**src/rtl/patdet_pkg.sv**
```systemverilog
`default_nettype none
// ============================================================================
// Module   : patdet_pkg
// Brief    : Shared types, limits and length saturation for seq_pattern_detector
// Revision : 1.0 - initial release
// ============================================================================
package patdet_pkg;

    localparam int unsigned MAX_LEN_LIMIT = 32;

    typedef enum logic [1:0] {
        UNCFG = 2'd0,
        FILL  = 2'd1,
        RUN   = 2'd2
    } patdet_state_e;

    // Lengths programmed above the built-in maximum are clipped, never wrapped.
    function automatic int unsigned patdet_sat_len(input int unsigned len,
                                                   input int unsigned max_len);
        return (len > max_len) ? max_len : len;
    endfunction

endpackage
`default_nettype wire

```
**src/rtl/patdet_match_cnt.sv**
```systemverilog
`default_nettype none
// ============================================================================
// Module   : patdet_match_cnt
// Brief    : Saturating match counter with synchronous clear
// Revision : 1.0 - initial release
// ============================================================================
module patdet_match_cnt #(
    parameter int unsigned CNT_W = 16
) (
    input  logic             clk,
    input  logic             rst,
    input  logic             clr,
    input  logic             inc,
    output logic [CNT_W-1:0] cnt
);

    localparam logic [CNT_W-1:0] c_CNT_MAX = '1;

    logic [CNT_W-1:0] r_cnt;

    always_ff @(posedge clk) begin
        if (rst) begin
            r_cnt <= '0;
        end else if (clr) begin
            // A match arriving with the clear is still counted.
            r_cnt <= inc ? CNT_W'(1) : '0;
        end else if (inc && (r_cnt != c_CNT_MAX)) begin
            r_cnt <= r_cnt + CNT_W'(1);
        end
    end

    assign cnt = r_cnt;

endmodule
`default_nettype wire

```
**src/rtl/seq_pattern_detector.sv**
```systemverilog
`default_nettype none
// ============================================================================
// Module   : seq_pattern_detector
// Brief    : Runtime-programmable serial pattern detector, Mealy match output.
//            Define PATDET_MATCH_CNT_EN to build the saturating match counter.
// Revision : 1.0 - initial release
// ============================================================================
module seq_pattern_detector
    import patdet_pkg::*;
#(
    parameter int unsigned MAX_LEN = 8,
    parameter int unsigned LEN_W   = $clog2(MAX_LEN + 1),
    parameter int unsigned CNT_W   = 16
) (
    input  logic               clk,
    input  logic               rst,
    input  logic               cfg_we,
    input  logic [MAX_LEN-1:0] cfg_pattern,
    input  logic [LEN_W-1:0]   cfg_len,
    input  logic               cfg_overlap,
    input  logic               din,
    input  logic               valid,
    input  logic               cnt_clr,
    output logic               match,
    output logic               armed,
    output logic [CNT_W-1:0]   match_cnt
);

    localparam logic [1:0] c_ST_UNCFG = UNCFG;
    localparam logic [1:0] c_ST_FILL  = FILL;
    localparam logic [1:0] c_ST_RUN   = RUN;

    logic [1:0]         r_state;
    logic [MAX_LEN-1:0] r_pat;
    logic [LEN_W-1:0]   r_len;
    logic               r_ovl;
    logic [MAX_LEN-2:0] r_hist;
    logic [LEN_W-1:0]   r_fill;

    logic [LEN_W-1:0]   w_len_eff;
    logic [LEN_W-1:0]   w_len_m1;
    logic [LEN_W-1:0]   w_fill_inc;
    logic [MAX_LEN-1:0] w_window;
    logic [MAX_LEN-1:0] w_mask;
    logic               w_cmp_eq;
    logic               w_accept;
    logic               w_match;

    assign w_len_eff  = LEN_W'(patdet_sat_len(32'(cfg_len), MAX_LEN));
    assign w_len_m1   = r_len - LEN_W'(1);
    assign w_fill_inc = r_fill + LEN_W'(1);

    // Oldest window bit lands at [len-1], matching the pattern bit order.
    assign w_window = {r_hist, din};

    always_comb begin
        w_mask = '0;
        for (int i = 0; i < MAX_LEN; i++) begin
            w_mask[i] = (LEN_W'(i) < r_len);
        end
    end

    assign w_cmp_eq = (((w_window ^ r_pat) & w_mask) == '0);
    assign w_accept = valid & ~cfg_we & (r_state != c_ST_UNCFG);
    assign w_match  = w_accept & (r_state == c_ST_RUN) & w_cmp_eq;

    always_ff @(posedge clk) begin
        if (rst) begin
            r_state <= c_ST_UNCFG;
            r_pat   <= '0;
            r_len   <= '0;
            r_ovl   <= 1'b0;
            r_hist  <= '0;
            r_fill  <= '0;
        end else if (cfg_we) begin
            r_pat  <= cfg_pattern;
            r_len  <= w_len_eff;
            r_ovl  <= cfg_overlap;
            r_hist <= '0;
            r_fill <= '0;
            if (w_len_eff == '0) begin
                r_state <= c_ST_UNCFG;
            end else if (w_len_eff == LEN_W'(1)) begin
                r_state <= c_ST_RUN;
            end else begin
                r_state <= c_ST_FILL;
            end
        end else if (w_accept) begin
            if (w_match && !r_ovl && (r_len != LEN_W'(1))) begin
                // Non-overlapping mode: the next match needs a fully fresh window.
                r_hist  <= '0;
                r_fill  <= '0;
                r_state <= c_ST_FILL;
            end else begin
                r_hist <= w_window[MAX_LEN-2:0];
                if (r_fill < w_len_m1) begin
                    r_fill <= w_fill_inc;
                end
                if ((r_state == c_ST_FILL) && (w_fill_inc == w_len_m1)) begin
                    r_state <= c_ST_RUN;
                end
            end
        end
    end

    assign match = w_match;
    assign armed = (r_state == c_ST_RUN);

`ifdef PATDET_MATCH_CNT_EN
    patdet_match_cnt #(
        .CNT_W (CNT_W)
    ) u_match_cnt (
        .clk (clk),
        .rst (rst),
        .clr (cnt_clr),
        .inc (w_match),
        .cnt (match_cnt)
    );
`else
    logic w_unused_cnt_clr;
    assign w_unused_cnt_clr = cnt_clr;
    assign match_cnt        = '0;
`endif

endmodule
`default_nettype wire
```
**config.mk**
```make
export PLATFORM = sky130hd
export DESIGN_NAME = seq_pattern_detector
export DESIGN_NICKNAME = d
export VERILOG_FILES = /design/src/rtl/patdet_pkg.sv /design/src/rtl/patdet_match_cnt.sv /design/src/rtl/seq_pattern_detector.sv
export SDC_FILE = /design/constraint.sdc
export NUM_CORES = 1
export LEC_CHECK = 0
export CORE_ASPECT_RATIO = 0.7
export CORE_UTILIZATION = 51
export CTS_CLUSTER_SIZE = 24
export DETAILED_ROUTE_END_ITERATION = 6
export PLACE_DENSITY = 0.8
export SETUP_SLACK_MARGIN = 0.1
export SLEW_MARGIN = 20
export SYNTH_ARGS = -nofsm -noshare
export SYNTH_HDL_FRONTEND = slang
export SYNTH_SLANG_ARGS = --single-unit
```
**constraint.sdc**
```tcl
create_clock -name clk -period 2.4 [get_ports clk]
set_input_delay 0.48 -clock clk [delete_from_list [all_inputs] [get_ports clk]]
set_output_delay 0.48 -clock clk [all_outputs]
set_load 0.05 [all_outputs]
```
== Word-level counts from Yosys, hierarchy flattened ==
Cells that the tools add are included.
Storage, ports and cells
  flip-flop bits (word level): 26
  input port bits: 19
  output and inout bits: 18
  logic and storage cells: 53
Operators by class
  add/subtract/negate cells: 2
  magnitude comparators: 10
  eq/ne operators: 5
  multiplexer cells: 10
  bitwise logic cells: 7
  reduce and logical (&&, ||, !) cells: 13
Operator list (count)
  less-than comparator 3 x 4 -> 1 bit (first input constant): 4
  two-way mux 2 bit: 6
  two-way mux 4 bit: 3
  AND 8 bit: 1
  zero test 8 bit: 1
  less-than comparator 1 x 4 -> 1 bit (first input constant): 2
  less-than comparator 2 x 4 -> 1 bit (first input constant): 2
  XOR 8 bit: 1
  two-way mux 7 bit: 1
  nonzero test 2 bit: 3
  adder 4 x 1 -> 4 bit (second input constant): 1
  AND 1 bit: 4
  equality test 4 x 1 -> 1 bit (second input constant): 1
  equality test 4 bit: 1
  > comparator 4 bit (second input constant): 1
  zero test 4 bit: 1
  less-than comparator 4 bit: 1
  != test 4 x 1 -> 1 bit (second input constant): 1
  AND reduction 2 bit: 2
  subtractor 4 x 1 -> 4 bit (second input constant): 1
  logical AND 1 bit: 3
  nonzero test 3 bit: 1
  equality test 2 x 1 -> 1 bit (second input constant): 1
  equality test 2 bit (second input constant): 1
  other kinds (3): 3

== Longest topological paths before layout ==
  word-level depth: 10
  gate-level depth with buffers: 8
  mapped depth without buffers: 8

== Least setup slack after synthesis ==
OpenSTA, ideal clock, no wires.
  kind: register -> output
  start: register r_len[1]
  end: output match
  arrival time: 1.829 ns
  required time: 1.920 ns
  slack: 0.091 ns
  cell stages (with the launch flop): 7
  path buffers: 0
  cells stage by stage: dfxtp_1 > inv_1 > ha_1 > or3b_4 > a21oi_4 > o21ai_0 > nor2_1
Between the ends
  word-level cells in the longest chain between the ends: 4
  elaborated cells on any way between the ends: 11
  classes of those cells: order compare: 8; bitwise: 2; reduce/logical: 1
RTL lines
  start, declared: line seq_pattern_detector.sv:35  | logic [LEN_W-1:0] r_len;
  start signal, assigned: line seq_pattern_detector.sv:77  | r_len <= w_len_eff;
  less-than comparator 1 x 4 -> 1 bit, or another cell as far along: line seq_pattern_detector.sv:59  | w_mask[i] = (LEN_W'(i) < r_len);
  AND 8 bit *: line seq_pattern_detector.sv:63  | assign w_cmp_eq = (((w_window ^ r_pat) & w_mask) == '0);
  zero test 8 bit *: line seq_pattern_detector.sv:63
  AND 1 bit *: line seq_pattern_detector.sv:65  | assign w_match = w_accept & (r_state == c_ST_RUN) & w_cmp_eq;
  end, declared: line seq_pattern_detector.sv:24  | output logic match,
Mark *: on every way between the ends. The rest lies on a longest branch, timed or not.

== Worst setup path after layout ==
Ends and elaborated chain as after synthesis.

==> metrics <==
status=complete, no violations; cell count after synthesis=~210; Max VDD drop=~0.36 mV; count of vias placed by the detailed router=roughly 1500; simple-gate area share of the yosys netlist=22.5%; Register Area=roughly 530 um2; combined buffer and inverter count along the critical path=2; data required time at the worst endpoint=1.92 ns; Root Driver=clkbuf_8; flop and latch count out of synthesis=26; worst reg2reg path depth=8; worst path cell trace=inv_2, ha_4, or3b_4, a21oi_4, o21ai_2, nor2_2, buf_12; GR Layer Usage met3=under 10%; clock tree skew after final layout=around 0.0043 ns; number of distinct library cells after synthesis=40; placeable core region=around 3200 um2; total of max-cap violations=0; dominant cells by area after synthesis=dfxtp_1 (30%), buf_4 (6.9%), mux2i_1 (6.4%), ha_1 (5.8%), xnor2_1 (4.0%); area share of the leading cell type in the synthesized netlist=a little under a third; Post-Synth Adder-Cell Area=under 10%; Pins Over Slew Limit=0; final setup violation count=0; cell type group with the largest total delay on the critical path=simple AND/OR/NAND/NOR gates; Overflow after GRT=0; most instantiated library cell after synthesis=dfxtp_1; largest incremental delay on the critical path=about 0.38 ns; largest buffer count on any clock path=2; xor/xnor share of the synthesized area=between 7 and 8%; initial core utilization=a little over half; met2 track demand over resource in global routing=between 30% and 40%; area of the die=between 3000 and 4000 um2; endpoint of the worst-slack reg-to-reg timing path=r_fill[3]; pwr/cell area=about 510 nW/um2; total negative slack=0 ns; largest net degree at the start of global routing=23; number of placement rows=17; number of DRC markers in iteration 0=approximately 100; global-route wire length before repair=just over 6000 um; kind of capture point of the worst setup path=primary output; number of global-route vias before repair=between 1000 and 1500; mean instance size in the synthesized netlist=around 8.3 um2; All-Layer GR Usage=a little over a fifth; placed cells=~260; number of sinks handled by clock tree synthesis=26; Synth Area in Compound Gates=about 16%; FILL cells=about 260; maximum net fanout on the critical path=3; hold endpoint=r_hist[6]; share of post-route cells with drive strength above 1=between 10% and 20%; worst-case setup margin in the final layout=between 0.15 and 0.2 ns; die height=~50 um; HP Start=r_hist[6]; commonest cells in the netlist=dfxtp_1 (26), nor2_1 (18), buf_4 (16); class of the most critical setup path=register to primary output; CP startpoint kind=register; R2R setup slack=0.25 ns; Most Used Layer, Global Route=met2; total design power=~0.0010 W; die width=about 72 um; post-synthesis instance area=1730 um2; H-Tree Level Count=1; initial antenna violation count=0; number of enable flip-flop cells after synthesis=0; R2R Path Start=r_len[0]; synth-to-layout area growth=17.8%; number of buffers added to fix hold violations after cts=0; CTS Buf Count=3; DRC violations left=0; footprint of the multi-input gates=between 1000 and 1500 um2; static leakage power=roughly 0.9 nW; crit path time final=2.25 ns; number of cells on the worst hold path=2; Worst-path clk slew=roughly 0.090 ns; average via count per standard cell=about 5.6; fraction of registers with async set or reset after synthesis=0%; main combinational cell family by area after synthesis=simple AND/OR/NAND/NOR gates; fraction of the cycle the final worst path needs=93.6%; number of warning messages in the yosys log=0; final net count=256; RePlAce Congestion=0.901; clock tree from TritonCTS=built; RSZ-0062 raised after global routing=no; multiplexer area fraction after synthesis=~6.4%; Post-DP HPWL=2570 um; sequential share of the synthesized area=a little under a third; buffers added on ports=19; number of optimization iterations in the first detailed-route pass=4; final antenna diode count=0; number of top-level pins=37; post-detailed-routing wire length=around 3800 um; count of antenna-violating nets left after detailed routing=0; signal arrival time at the worst endpoint=about 1.8 ns; Most used DFF post-synth=dfxtp_1; worst min-delay path category=register to register; minimum setup slack after placement=-0.0249 ns; clock latency on the worst-skew pair=roughly 0.28 ns; routed len/inst=about 14 um; largest area contributor in the netlist=dfxtp_1; met1 track demand over resource in global routing=between 20% and 30%; achievable clock frequency=about 0.45 GHz; master of the slowest instance on the critical path=or3b_4; filler-free cell count of the finished design=about 270; final hold violation count=0
## flip-flops by register name, summed over array words and instances (netlist names)
register / count
r_fill: 4
r_len: 4
r_pat: 8
r_hist: 7
r_state: 2
r_ovl: 1
## cell families (layout without fill, tap and decap cells)
family | after synthesis | after routing
buffers and inverters | 33 | 38
other | 1 | 16
and+or+nand+nor | 73 | 73
xor gates and xnor gates | 15 | 15
muxes | 11 | 11
adders and majority gates | 8 | 8
AOI/OAI and AO/OA | 41 | 41
DFF | 26 | 26
## report_power, final
part	internal [W]	leakage (nW)	switching (W)
Sequential	0.000445	0.213	0.0000150
Combinational	0.0000795	0.627	0.000138
Clock	0.000224	0.0357	0.000148
Total	0.000748	0.876	0.000301
## per-layer routing
metal	wire (um)	part of all wire, %
met1	1810	47
met2	1700	45
met3	246	6.4
met4	59	1.5
met5	0	0
## cell usage in the layout, fill, tap and decap left out, types with 7 or more instances in the layout
master           count
a21oi_1             12
and3_1               8
buf_4               11
clkdlybuf4s50_1     16
conb_1              16
dfxtp_1             24
ha_1                 7
mux2i_1             11
nand2_1             11
nand3_1             10
nor2_1              17
o21ai_1              8
xnor2_1              8
xor2_1               7
## stage by stage
stage / area, um2 / utilization (%) / hold WS [ns]
2_1_floorplan: 1790 / - / 0.444
3_3_place_gp: 1910 / 59.9 / 0.457
3_5_place_dp: 1910 / 59.9 / 0.465
4_1_cts: 2010 / 63.0 / 0.478
5_1_grt: 2040 / 64.0 / 0.511
6_report: 2040 / 64.0 / 0.478
## layout make-up
type / count / share of cell area (%)
clock inverters: 1 / 1.47
clock buffers: 3 / 2.02
multi-input cells: 164 / 54.0
flip-flops and latches: 26 / 25.7
repair buffers: 30 / 13.7
inverters: 4 / 0.735
well taps: 38 / 2.33
## worst register-to-register path, stage by stage, from the launching register on
cell      delay [ns]
dfxtp_4         0.40
inv_1           0.07
ha_1            0.33
ha_1            0.29
nor2b_1         0.13
o211ai_1        0.36
nor4bb_1        0.32
o21ai_0         0.12
nand3_1         0.08
## worst max-delay path by stage
stage,slack (ns),endpoint,from,depth (start not counted)
after floorplan,0.30,match,r_len[1],6
after global placement,-0.01,match,cfg_we,7
after detailed placement,-0.02,match,cfg_we,7
after CTS,0.10,match,r_len[1],7
after global routing,0.11,r_fill[3],r_len[2],7
final,0.15,match,r_len[1],7
## what timing repair did
action | CTS | global route
setup endpoints to repair | 1 | 1
pin swaps | 3 | 3
buffers inserted | 2 | 1
resized for setup | 8 | 5
(Power assumes the default switching activity.)
